`src/rtl/mem_access_ctrl.sv`:
```
// Load/store access controller between the MEM stage and a word-wide RAM.
// Handles lane selection, store replication, load extension and ack timeout.
module mem_access_ctrl #(
    parameter int unsigned TIMEOUT = 15
) (
    input  logic        clk,
    input  logic        reset_n,
    input  logic        req,
    input  logic        we,
    input  logic [1:0]  size,
    input  logic        sign_ext,
    input  logic [31:0] addr,
    input  logic [31:0] wdata,
    output logic        stall,
    output logic [31:0] rdata,
    output logic        done,
    output logic        align_err,
    output logic        bus_err,
    output logic        mem_req,
    output logic        mem_we,
    output logic [31:0] mem_addr,
    output logic [3:0]  mem_be,
    output logic [31:0] mem_wdata,
    input  logic [31:0] mem_rdata,
    input  logic        mem_ack
);

    typedef enum logic [1:0] {S_IDLE, S_ACCESS, S_RESP} state_t;
    typedef enum logic [1:0] {F_OK, F_ALIGN, F_BUS} flag_t;

    state_t      state_q, state_d;
    flag_t       flag_q, flag_d;
    logic        we_q, we_d;
    logic [1:0]  size_q, size_d;
    logic        sext_q, sext_d;
    logic [31:0] addr_q, addr_d;
    logic [31:0] wdata_q, wdata_d;
    logic [7:0]  cnt_q, cnt_d;
    logic [31:0] rdata_q, rdata_d;

    logic        misalign;
    logic        cnt_last;
    logic [31:0] shifted;
    logic [31:0] load_ext;

    assign misalign = (size == 2'b11)
                    || (size == 2'b01 && addr[0])
                    || (size == 2'b10 && addr[1:0] != 2'b00);
    assign cnt_last = (cnt_q == 8'(TIMEOUT - 1));

    // Aligned accesses put the selected lane at offset addr[1:0]*8.
    assign shifted = mem_rdata >> {addr_q[1:0], 3'b000};

    always_comb begin
        unique case (size_q)
            2'b00:   load_ext = {{24{sext_q & shifted[7]}}, shifted[7:0]};
            2'b01:   load_ext = {{16{sext_q & shifted[15]}}, shifted[15:0]};
            default: load_ext = shifted;
        endcase
    end

    always_ff @(posedge clk or negedge reset_n) begin
        if (!reset_n) begin
            state_q <= S_IDLE;
            flag_q  <= F_OK;
            we_q    <= 1'b0;
            size_q  <= 2'b00;
            sext_q  <= 1'b0;
            addr_q  <= '0;
            wdata_q <= '0;
            cnt_q   <= '0;
            rdata_q <= '0;
        end else begin
            state_q <= state_d;
            flag_q  <= flag_d;
            we_q    <= we_d;
            size_q  <= size_d;
            sext_q  <= sext_d;
            addr_q  <= addr_d;
            wdata_q <= wdata_d;
            cnt_q   <= cnt_d;
            rdata_q <= rdata_d;
        end
    end

    always_comb begin
        state_d = state_q;
        flag_d  = flag_q;
        we_d    = we_q;
        size_d  = size_q;
        sext_d  = sext_q;
        addr_d  = addr_q;
        wdata_d = wdata_q;
        cnt_d   = cnt_q;
        rdata_d = rdata_q;
        unique case (state_q)
            S_IDLE: begin
                if (req && misalign) begin
                    state_d = S_RESP;
                    flag_d  = F_ALIGN;
                    rdata_d = '0;
                end else if (req) begin
                    state_d = S_ACCESS;
                    we_d    = we;
                    size_d  = size;
                    sext_d  = sign_ext;
                    addr_d  = addr;
                    wdata_d = wdata;
                    cnt_d   = '0;
                end
            end
            S_ACCESS: begin
                if (mem_ack) begin
                    state_d = S_RESP;
                    flag_d  = F_OK;
                    rdata_d = we_q ? 32'h0 : load_ext;
                end else if (cnt_last) begin
                    state_d = S_RESP;
                    flag_d  = F_BUS;
                    rdata_d = '0;
                end else begin
                    cnt_d = cnt_q + 8'd1;
                end
            end
            S_RESP:  state_d = S_IDLE;
            default: state_d = S_IDLE;
        endcase
    end

    always_comb begin
        mem_req   = 1'b0;
        mem_we    = 1'b0;
        mem_addr  = '0;
        mem_be    = 4'b0000;
        mem_wdata = '0;
        done      = 1'b0;
        align_err = 1'b0;
        bus_err   = 1'b0;
        if (state_q == S_ACCESS) begin
            mem_req  = 1'b1;
            mem_we   = we_q;
            mem_addr = {addr_q[31:2], 2'b00};
            unique case (size_q)
                2'b00: begin
                    mem_be    = 4'b0001 << addr_q[1:0];
                    mem_wdata = {4{wdata_q[7:0]}};
                end
                2'b01: begin
                    mem_be    = addr_q[1] ? 4'b1100 : 4'b0011;
                    mem_wdata = {2{wdata_q[15:0]}};
                end
                default: begin
                    mem_be    = 4'b1111;
                    mem_wdata = wdata_q;
                end
            endcase
        end
        if (state_q == S_RESP) begin
            done      = (flag_q == F_OK);
            align_err = (flag_q == F_ALIGN);
            bus_err   = (flag_q == F_BUS);
        end
    end

    assign stall = req && (state_q != S_RESP);
    assign rdata = rdata_q;

endmodule

```
`config.mk`:
```
export PLATFORM = sky130hd
export DESIGN_NAME = mem_access_ctrl
export DESIGN_NICKNAME = d
export VERILOG_FILES = /design/src/rtl/mem_access_ctrl.sv
export SDC_FILE = /design/constraint.sdc
export NUM_CORES = 1
export LEC_CHECK = 0
export ABC_AREA = 1
export ABC_CLOCK_PERIOD_IN_PS = 1500
export CAP_MARGIN = 25
export CORE_AREA = 2 2 103 105
export DETAILED_ROUTE_END_ITERATION = 16
export DIE_AREA = 0 0 105 107
export DONT_BUFFER_PORTS = 1
export HOLD_SLACK_MARGIN = 0.05
export MAX_ROUTING_LAYER = met4
export PLACE_DENSITY = 0.75
export SYNTH_ARGS = -nofsm -noshare
export SYNTH_HDL_FRONTEND = slang
export SYNTH_SLANG_ARGS = --single-unit
export TNS_END_PERCENT = 30
```
`constraint.sdc`:
```
create_clock -name clk -period 1.5 [get_ports clk]
set_input_delay 0.075 -clock clk [delete_from_list [all_inputs] [get_ports clk]]
set_output_delay 0.075 -clock clk [all_outputs]
set_load 0.01 [all_outputs]
```
==> impl_results.md, run 1 <==
* Final worst path period need at 1.67 ns
* Critical Path AT at 1.60 ns
* Top-count cell post-synth: nand2_1
* Die width at 105 um
* Initial antenna violation count at 1
* H-tree levels at 3
* Synth Area in Compound Gates at 10.6%
* NetSw at 6.84 mW
* Fin. max-slew vios at 0
* I/O Buffers at 0
* Sw Share at 47.6%
* Worst setup margin at -0.171 ns
* Power Internal at 7.53 mW
* Post-Route WL at 20.2 mm
* Synth cell count leaders: nand2_1 (214), dfrtp_1 (112), nor2_1 (108)
* Syn Inst Count at 790
* Post-DP HPWL at 10.5 mm
* Kind of critical path: register to primary output
* Post-synthesis mux area share at 0%
* Failing checks: hold timing, setup timing
* Leakage Power at 3.89 nW
* Clk pwr share at 13.1%
* Crit path max fanout at 6
* Clk Latency, worst-skew pair at 0.38 ns
* Min-Delay Path Class: input pin to asynchronous set/reset pin
* Final setup violating endpoints at 104
* Final hold viol count at 112
* CTS root buf: clkbuf_8
* # hold bufs at CTS at 97
* Post-Synth Simple-Gate Area at 31.3%
* Ys Warns at 0
* Part of the power in registers at 36.0%
* First-pass GRT wire length at 30.3 mm
* CP max stage delay at 0.42 ns
* DRC at 0
* Synthesis-stage register bit count at 112
* Total negative slack at -7.18 ns
* Peak Freq at 599 MHz
* Die height at 107 um
* Total track usage at 35.1%
* Largest net degree at the start of global routing at 113
* Largest area contributor in the netlist: dfrtp_1
* DP Worst Slack at -0.0295 ns
* Num ports at 210
* Peak supply drop at 1040 uV
* CP max-delay cell: dfrtp_1
* Initial core utilization at 58.9%
* R2r setup slk at -0.09 ns
* ANT nets after route at 0
* Combinational power share at 50.9%
* Reg2reg start: state_q[0]$_DFFE_PN0P_
* RSZ-0062 raised after global routing: yes
* Sequential-to-total area share from yosys stat at 47.1%
* TritonCTS clock tree: done
* Reg-to-Reg End: rdata[28]$_DFFE_PN0P_
* Synth Area in Adders at 0.421%
* WP data required at 1.42 ns
* Clk sinks at 112
* Fillers at 579
* PD cells at 1790 nW/um^2
* Critical path, cell by cell: nor2_4 > buf_12 > inv_12 > buf_12 > nor3_4 > buf_6
* Post-synth top flop: dfrtp_1
* Clock transition at the registers of the reported paths at 0.11 ns
* Vias per Instance at 5.98
* Fin Clk Skew at 0.0149 ns
* Clock buffer depth at 2
* Synth-to-layout area growth at 34.8%
* Crit start category: register
* Final core occ at 79.5%
* Crit path top cell by count: buf_12
* Synth area leaders: dfrtp_1 (47%), nand2_1 (14%), nor2_1 (6.8%)
* Mapped Area at 5950 sq um
* Drt pass-1 iters at 8
* Syn_area_per_cell at 7.53 sq um
* Ys async rst share at 100%
* FF+latch area at 2810 sq um
* EDFF count, synth at 0
* Routed len/inst at 19.6 um
* Status: complete, but fails checks
* Core Rows at 37
* Maxcap violations at 0
* Period utilization at 111%
* Worst Setup End Kind: primary output
* Die area at 11200 sq um
* Via count at 6150
* Yosys top cell area share at 47.1%
* Buf/Inv on CP at 4
* R2R depth at 9
* Area of the multi-input gates at 3070 sq um
* CP delay by family, top: buffers and inverters
* Final GP Congestion at 0.914
* Remaining global-route overflow at 0
* Largest family of logic cells by synthesized area: simple AND/OR/NAND/NOR gates
* Layout Nets at 992
* Share of layout cells above drive strength 1 at 18.4%
* Final hold slack at -0.623 ns
* Iteration-0 DRC Markers at 639
* Vias in the first global route at 6109
* XOR/XNOR Fraction of Synth Area at 0.147%
* Core area at 10100 sq um
* Yosys cell types at 33
* Total CTS buffers at 9
[layer usage]
layer	GRT usage, %	wire [um]	vias to the layer above
li1	-	-	2722
met1	40.3	7340	2935
met2	60.4	10200	425
met3	7.72	1890	68
met4	13.3	773	0
met5	-	0	-
[cells by family (layout without fill, tap and decap cells)]
group,after synthesis,after routing
AND/OR/NAND/NOR,430,431
buffers and inverters,125,224
AO/OA/AOI/OAI,119,119
flip-flops,112,112
adder cells (fa/ha/maj),2,2
other,1,3
XOR/XNOR,1,1
[flip-flops by register name, indices dropped and copies added (netlist names)]
register and cells:
addr_q 32, rdata 32, wdata_q 32, cnt_q 8, flag_q 2, size_q 2, state_q 2, sext_q 1
we_q 1
[how the worst max path moves through the flow]
stage / startpoint / endpoint / slack (ns) / cells after the start
after floorplan: cnt_q[0]$_DFFE_PN0P_ / rdata[30]$_DFFE_PN0P_ / 0.12 / 10
after global placement: cnt_q[0]$_DFFE_PN0P_ / rdata[26]$_DFFE_PN0P_ / 0.04 / 9
after detailed placement: cnt_q[0]$_DFFE_PN0P_ / rdata[17]$_DFFE_PN0P_ / -0.03 / 9
after CTS: state_q[0]$_DFFE_PN0P_ / mem_wdata[15] / -0.13 / 7
after global routing: state_q[1]$_DFFE_PN0P_ / mem_wdata[15] / -0.23 / 6
final: state_q[1]$_DFFE_PN0P_ / mem_wdata[15] / -0.17 / 6
[layout make-up]
class	instances	share of cell area (%)
timing repair buffer	134	18.4
clock buffer	12	1.81
inverter	74	3.74
sequential	112	35.0
multi-input combinational	555	38.2
antenna	1	0.0312
tap	136	2.12
clock inverter	4	0.671
[cell usage in the layout, fill, tap and decap left out, types with 7 or more instances in the layout]
cell type	count
nand2_1	214
nor2_1	56
nor2_2	18
nand3_1	65
o21ai_0	26
buf_4	21
a21oi_2	11
inv_1	65
dlygate4sd3_1	97
o21ai_1	16
nor2_4	35
nand4_1	19
clkbuf_8	10
buf_12	8
o31ai_1	7
a21oi_1	39
dfrtp_1	109
[power groups by stage]
| stage | Clock, mW | Combinational, mW | Sequential, mW |
|---|---|---|---|
| detailed placement | 0 | 5.11 | 5.04 |
| floorplan | 0 | 4.14 | 4.79 |
| CTS | 1.87 | 6.48 | 5.04 |
| global placement | 0 | 4.96 | 4.99 |
| global route | 2.01 | 7.88 | 5.26 |
| finish | 1.89 | 7.31 | 5.17 |
[repair_timing]
| item | CTS | global route |
|---|---|---|
| resized for setup | 126 | 37 |
| pin swaps | 15 | 7 |
| endpoints found under the hold margin | 201 | 112 |
| endpoints found under the setup margin | 103 | 158 |
| setup buffers | 4 | 4 |
| cloned | 4 | 2 |
[metrics by stage]
stage | power (mW) | cells | instance area (sq um)
6_report | 14.4 | 1028 | 8020
3_3_place_gp | 9.95 | 901 | 6050
4_1_cts | 13.4 | 1021 | 7790
5_1_grt | 15.2 | 1028 | 8020
2_1_floorplan | 8.92 | 791 | 5950
3_5_place_dp | 10.1 | 901 | 6050
[worst register-to-register path, stage by stage, from the launching register on]
cell and delay, ns:
dfrtp_1 0.40, inv_2 0.08, buf_4 0.12, nand3_4 0.07
nor2_1 0.11, inv_1 0.07, nand2_1 0.27, nand2_4 0.21
nand2_1 0.12, nand2_1 0.05
(Power assumes the default switching activity.)
==> run 2: changes to the inputs <==
--- a/config.mk
+++ b/config.mk
@@ -8,13 +8,15 @@
 export ABC_AREA = 1
 export ABC_CLOCK_PERIOD_IN_PS = 1500
 export CAP_MARGIN = 25
-export CORE_AREA = 2 2 103 105
+export CORE_AREA = 2 2 93 117
 export DETAILED_ROUTE_END_ITERATION = 16
-export DIE_AREA = 0 0 105 107
+export DIE_AREA = 0 0 95 119
 export DONT_BUFFER_PORTS = 1
 export HOLD_SLACK_MARGIN = 0.05
 export MAX_ROUTING_LAYER = met4
-export PLACE_DENSITY = 0.75
+export PLACE_DENSITY = 0.74
+export REMOVE_ABC_BUFFERS = 1
+export SKIP_CTS_REPAIR_TIMING = 1
 export SYNTH_ARGS = -nofsm -noshare
 export SYNTH_HDL_FRONTEND = slang
 export SYNTH_SLANG_ARGS = --single-unit
==> run 2 against run 1 <==
The run still ends with hold timing, setup timing left; cell area down 6.5%; count of clock-buffer cells in the layout decreased by 3; clock skew shrank 0.0084 ns; hold slack better by 0.040 ns; die area grew 0.62%; routed wire length is 12% lower; clock power rose by 40%; global-route usage is 7.5 points lower; sequential power is 2% lower; combinational power decreased by 16%; critical path type unchanged; highest routed layer unchanged.
==> impl_results.md, run 2 (synthesized netlist as in run 1, its figures left out) <==
* Status: complete, but fails checks (unchanged)
* Largest net degree at the start of global routing at 113 (unchanged)
* Drt pass-1 iters at 7 (was 8)
* Post-DP HPWL at 10.3 mm (was 10.5 mm)
* Min-Delay Path Class: input pin to asynchronous set/reset pin (unchanged)
* Final core occ at 72.4% (was 79.5%)
* CP delay by family, top: buffers and inverters (unchanged)
* Iteration-0 DRC Markers at 388 (was 639)
* Via count at 5821 (was 6150)
* Initial core utilization at 57.4% (was 58.9%)
* R2r setup slk at -0.13 ns (was -0.09 ns)
* First-pass GRT wire length at 23.9 mm (was 30.3 mm)
* CTS root buf: clkbuf_16 (was clkbuf_8)
* Failing checks: hold timing, setup timing (unchanged)
* Clock transition at the registers of the reported paths at 0.08 ns (was 0.11 ns)
* Final GP Congestion at 0.869 (was 0.914)
* Maxcap violations at 0 (unchanged)
* Die area at 11300 sq um (was 11200 sq um)
* Layout Cells excl Fill at 1007 (was 1028)
* Final instance area at 7500 sq um (was 8020 sq um)
* Period utilization at 118% (was 111%)
* Reg2reg start: cnt_q[0]$_DFFE_PN0P_ (was state_q[0]$_DFFE_PN0P_)
* I/O Buffers at 0 (unchanged)
* Part of the power in registers at 36.7% (was 36.0%)
* CP max stage delay at 0.36 ns (was 0.42 ns)
* Dpl cell area at 6060 sq um (was 6050 sq um)
* Share of layout cells above drive strength 1 at 12.8% (was 18.4%)
* Ant. Diodes at 0 (was 1)
* M1 WL at 6.30 mm (was 7.34 mm)
* Synth-to-layout area growth at 26.1% (was 34.8%)
* Reg-to-Reg End: rdata[9]$_DFFE_PN0P_ (was rdata[28]$_DFFE_PN0P_)
* ANT nets after route at 0 (unchanged)
* Clk sinks at 112 (unchanged)
* Peak supply drop at 1160 uV (was 1040 uV)
* Most frequent cells in the layout: nand2_1 (203), dfrtp_1 (110), nor2_1 (100), dlygate4sd3_1 (83), nand3_1 (65) (was nand2_1 (214), dfrtp_1 (109), dlygate4sd3_1 (97), inv_1 (65), nand3_1 (65))
* Fillers at 718 (was 579)
* CP max-delay cell: dfrtp_1 (unchanged)
* Clk Latency, worst-skew pair at 0.34 ns (was 0.38 ns)
* Post-Route WL at 17.7 mm (was 20.2 mm)
* DR WL met2 at 9.14 mm (was 10.2 mm)
* Fin Clk Skew at 0.00645 ns (was 0.0149 ns)
* Total CTS buffers at 9 (unchanged)
* NetSw at 6.11 mW (was 6.84 mW)
* Buf/Inv on CP at 3 (was 4)
* Routed len/inst at 17.6 um (was 19.6 um)
* Crit start category: register (unchanged)
* Initial antenna violation count at 0 (was 1)
* Peak Freq at 567 MHz (was 599 MHz)
* Sw Share at 44.2% (was 47.6%)
* Combinational power share at 44.2% (was 50.9%)
* RSZ-0062 raised after global routing: yes (unchanged)
* PD cells at 1840 nW/um^2 (was 1790 nW/um^2)
* Met3 routed WL at 1.61 mm (was 1.89 mm)
* Worst setup margin at -0.263 ns (was -0.171 ns)
* Core area at 10400 sq um (was 10100 sq um)
* Clock buffer depth at 2 (unchanged)
* DP Worst Slack at -0.0715 ns (was -0.0295 ns)
* Final hold viol count at 112 (unchanged)
* Clk pwr share at 19.1% (was 13.1%)
* Placed instance count at 899 (was 901)
* Crit path max fanout at 23 (was 6)
* Worst Setup End Kind: primary output (unchanged)
* DRC at 0 (unchanged)
* Die width at 95 um (was 105 um)
* Tot Pwr at 13.8 mW (was 14.4 mW)
* Vias in the first global route at 4929 (was 6109)
* Final setup violating endpoints at 94 (was 104)
* Total track usage at 27.5% (was 35.1%)
* R2R depth at 9 (unchanged)
* Core Rows at 42 (was 37)
* Top Layer Used: met4 (unchanged)
* WP data required at 1.42 ns (about the same)
* Kind of critical path: register to primary output (unchanged)
* Commonest non-fill, non-tap cell in the layout: nand2_1 (unchanged)
* H-tree levels at 3 (unchanged)
* Final hold slack at -0.583 ns (was -0.623 ns)
* TritonCTS clock tree: done (unchanged)
* Layout Nets at 976 (was 992)
* Leakage Power at 3.81 nW (was 3.89 nW)
* Critical path, cell by cell: inv_2 > nor2_4 > buf_12 > o21ai_0 > a21oi_1 > buf_4 (was nor2_4 > buf_12 > inv_12 > buf_12 > nor3_4 > buf_6)
* Remaining global-route overflow at 0 (unchanged)
* Vias per Instance at 5.78 (was 5.98)
* Critical Path AT at 1.69 ns (was 1.60 ns)
* Die height at 119 um (was 107 um)
* Num ports at 210 (unchanged)
* Fin. max-slew vios at 0 (unchanged)
* Power Internal at 7.70 mW (was 7.53 mW)
* Final worst path period need at 1.76 ns (was 1.67 ns)
[run 2: cell types whose count changed in the layout (fill, tap and decap cells not counted), moves of 5 or more]
cell           before  now
nor2_1             56  100
nor2_4             35    1
dlygate4sd3_1      97   83
o21ai_0            26   38
nand2_1           214  203
clkbuf_8           10    0
nor2_2             18    8
nand2_2             2   11
clkbuf_16           1    9
a21oi_1            39   45
a21oi_2            11    6
buf_16              5    0
o21ai_4             5    0
[run 2: metal layers]
metal	vias to the layer above	GRT usage, %
met5	-	-
li1	2684	-
met3	61	5.57
met4	0	7.88
met1	2715	32.7
met2	361	47.0
[run 2: layout make-up]
class	count	area [sq um]	share of cell area (%)
clock buffer	9	225	3.00
clock inverter	7	103	1.37
inverter	74	285	3.81
multi-input combinational	558	2760	36.7
sequential	112	2810	37.4
tap	132	165	2.20
timing repair buffer	115	1160	15.5
[run 2: how the worst max path moves through the flow]
stage                      startpoint               endpoint  slack [ns]  cells past startpoint
2_1_floorplan  state_q[1]$_DFFE_PN0P_   cnt_q[0]$_DFFE_PN0P_       -0.78                      7
3_3_place_gp     cnt_q[0]$_DFFE_PN0P_   rdata[8]$_DFFE_PN0P_        0.03                      9
3_5_place_dp     cnt_q[0]$_DFFE_PN0P_  rdata[17]$_DFFE_PN0P_       -0.07                      9
4_1_cts        state_q[1]$_DFFE_PN0P_          mem_wdata[31]       -0.33                      5
5_1_grt        state_q[0]$_DFFE_PN0P_          mem_wdata[20]       -0.30                      6
6_report       state_q[0]$_DFFE_PN0P_          mem_wdata[20]       -0.26                      6
[run 2: power by group through the flow]
stage                     Clock (mW)  Sequential [mW]  Combinational [mW]
after floorplan                    0             5.02                3.43
after global routing            2.78             5.18                6.72
final                           2.64             5.06                6.11
after detailed placement           0             5.03                5.21
after global placement             0             4.98                5.07
after CTS                       2.67             4.99                5.23
[run 2: stage by stage]
stage / hold slack, ns / TNS, ns
5_1_grt: -0.596 / -15.51
6_report: -0.583 / -7.79
3_5_place_dp: -0.218 / -1.70
2_1_floorplan: -0.221 / -58.43
4_1_cts: -0.589 / -12.58
3_3_place_gp: -0.219 / 0
==> run 3: changes to the inputs <==
--- a/config.mk
+++ b/config.mk
@@ -16,6 +16,7 @@
 export MAX_ROUTING_LAYER = met4
 export PLACE_DENSITY = 0.74
 export REMOVE_ABC_BUFFERS = 1
+export SETUP_SLACK_MARGIN = 0.3
 export SKIP_CTS_REPAIR_TIMING = 1
 export SYNTH_ARGS = -nofsm -noshare
 export SYNTH_HDL_FRONTEND = slang
==> run 3 against run 2 <==
The flow still finishes with violations (hold timing, setup timing); count of clock-buffer cells in the layout unchanged; via count up 2.2%; routed wire length increased by 4.6%; core utilization grew 1.5 points; sequential cell count is the same; global-route usage did not move; combinational power rose by 5.6%; sequential share of layout area decreased by 0.73 points; sequential power hardly changed; critical endpoint unchanged; largest cell class is now multi-input gates; largest power group unchanged.
==> impl_results.md, run 3 (synthesized netlist as in run 1, its figures left out) <==
* RSZ-0062 raised after global routing: yes (unchanged)
* R2r setup slk at -0.16 ns (was -0.13 ns)
* Met1 global-route usage at 32.7% (unchanged)
* Peak Freq at 579 MHz (was 567 MHz)
* Commonest non-fill, non-tap cell in the layout: nand2_1 (unchanged)
* Final worst path period need at 1.73 ns (was 1.76 ns)
* Drt pass-1 iters at 6 (was 7)
* FF+latch area at 2810 sq um (unchanged)
* Period utilization at 115% (was 118%)
* Fin. max-slew vios at 0 (unchanged)
* Final setup violating endpoints at 97 (was 94)
* Total track usage at 27.5% (unchanged)
* Area of the multi-input gates at 2850 sq um (was 2760 sq um)
* Clk Latency, worst-skew pair at 0.34 ns (about the same)
* CTS root buf: clkbuf_16 (unchanged)
* Via count at 5947 (was 5821)
* CP max-delay cell: dfrtp_1 (unchanged)
* Core Rows at 42 (unchanged)
* Fillers at 693 (was 718)
* Core area at 10400 sq um (unchanged)
* Vias in the first global route at 4929 (unchanged)
* WP data required at 1.42 ns (about the same)
* Worst setup margin at -0.227 ns (was -0.263 ns)
* R2R depth at 10 (was 9)
* DRC at 0 (unchanged)
* Reg2reg start: cnt_q[0]$_DFFE_PN0P_ (unchanged)
* Critical path, cell by cell: inv_2 > nor2_4 > buf_12 > o21ai_0 > a21oi_1 > buf_4 (unchanged)
* Placed instance count at 899 (unchanged)
* Min-Delay Path Class: input pin to asynchronous set/reset pin (unchanged)
* Final hold slack at -0.580 ns (was -0.583 ns)
* Die height at 119 um (unchanged)
* Gr busiest metal: met2 (unchanged)
* CP delay by family, top: buffers and inverters (unchanged)
* Met2 GRT Util at 47.0% (unchanged)
* Status: complete, but fails checks (unchanged)
* Die width at 95 um (unchanged)
* Layout Nets at 983 (was 976)
* Worst Setup End Kind: primary output (unchanged)
* DP Worst Slack at -0.0715 ns (unchanged)
* Vias per Instance at 5.86 (was 5.78)
* TritonCTS clock tree: done (unchanged)
* Buf/Inv on CP at 3 (unchanged)
* Num ports at 210 (unchanged)
* Reg-to-Reg End: rdata[6]$_DFFE_PN0P_ (was rdata[9]$_DFFE_PN0P_)
* Remaining global-route overflow at 0 (unchanged)
* Clock buffer depth at 2 (unchanged)
* Failing checks: hold timing, setup timing (unchanged)
* Synth-to-layout area growth at 28.6% (was 26.1%)
* Peak supply drop at 1260 uV (was 1160 uV)
* Layout Cells excl Fill at 1014 (was 1007)
* Initial core utilization at 57.4% (unchanged)
* Crit start category: register (unchanged)
* Most frequent cells in the layout: nand2_1 (184), dfrtp_1 (110), nor2_1 (100), dlygate4sd3_1 (83), nand3_1 (65) (was nand2_1 (203), dfrtp_1 (110), nor2_1 (100), dlygate4sd3_1 (83), nand3_1 (65))
* Crit path max fanout at 23 (unchanged)
* Clk sinks at 112 (unchanged)
* Dpl cell area at 6060 sq um (unchanged)
* Tot Pwr at 14.2 mW (was 13.8 mW)
* Post-Route WL at 18.5 mm (was 17.7 mm)
* Fin Clk Skew at 0.00540 ns (was 0.00645 ns)
* Largest net degree at the start of global routing at 113 (unchanged)
* Share of layout cells above drive strength 1 at 15.8% (was 12.8%)
* H-tree levels at 3 (unchanged)
* Kind of critical path: register to primary output (unchanged)
* Final GP Congestion at 0.869 (unchanged)
* Initial antenna violation count at 0 (unchanged)
* Total CTS buffers at 9 (unchanged)
* Routed len/inst at 18.2 um (was 17.6 um)
* Iteration-0 DRC Markers at 538 (was 388)
* Leakage Power at 3.86 nW (was 3.81 nW)
* PD cells at 1850 nW/um^2 (was 1840 nW/um^2)
* Maxcap violations at 0 (unchanged)
* Clock transition at the registers of the reported paths at 0.08 ns (about the same)
* First-pass GRT wire length at 23.9 mm (unchanged)
* I/O Buffers at 0 (unchanged)
* Final hold viol count at 112 (unchanged)
* Routing usage on met3 at 5.57% (unchanged)
* Post-DP HPWL at 10.3 mm (unchanged)
* CP max stage delay at 0.37 ns (was 0.36 ns)
* Ant. Diodes at 0 (unchanged)
* Final instance area at 7650 sq um (was 7500 sq um)
* Critical Path AT at 1.65 ns (was 1.69 ns)
* ANT nets after route at 0 (unchanged)
* Die area at 11300 sq um (unchanged)
run 3: cell count changes in the layout (fill, tap and decap cells not counted), sizes merged:
cell | previous run | this run
nand2 | 225 | 227
buf | 32 | 37
run 3: area by class of cell:
class,count,area share [%]
clock buffers,9,2.95
clock inverters,7,1.34
inverters,74,3.73
multi-input cells,560,37.3
flip-flops and latches,112,36.7
well taps,132,2.16
repair buffers,120,15.9
run 3: worst max-delay path by stage:
stage,from,endpoint,cells after the start
detailed placement,cnt_q[0]$_DFFE_PN0P_,rdata[17]$_DFFE_PN0P_,9
global placement,cnt_q[0]$_DFFE_PN0P_,rdata[8]$_DFFE_PN0P_,9
CTS,state_q[1]$_DFFE_PN0P_,mem_wdata[31],5
finish,state_q[0]$_DFFE_PN0P_,mem_wdata[20],6
floorplan,state_q[1]$_DFFE_PN0P_,cnt_q[0]$_DFFE_PN0P_,7
global route,state_q[0]$_DFFE_PN0P_,mem_wdata[31],6
run 3: power by group:
part	internal [mW]	leakage (nW)	switching [mW]
combinational	2.18	2.32	4.27
sequential	4.17	1.38	0.915
clock	1.48	0.157	1.14
run 3: stage by stage:
stage	utilization, %	setup TNS [ns]
after floorplan	-	-58.43
after global placement	58.6	0
after detailed placement	58.6	-1.70
after CTS	61.7	-12.58
after global routing	73.9	-15.74
final	73.9	-8.38
run 3: routing by layer:
layer	vias to the layer above	part of all wire (%)	wire [um]
met2	409	51	9490
met4	0	4.0	733
met5	-	0	0
met1	2762	35	6410
li1	2699	-	-
met3	77	10	1870
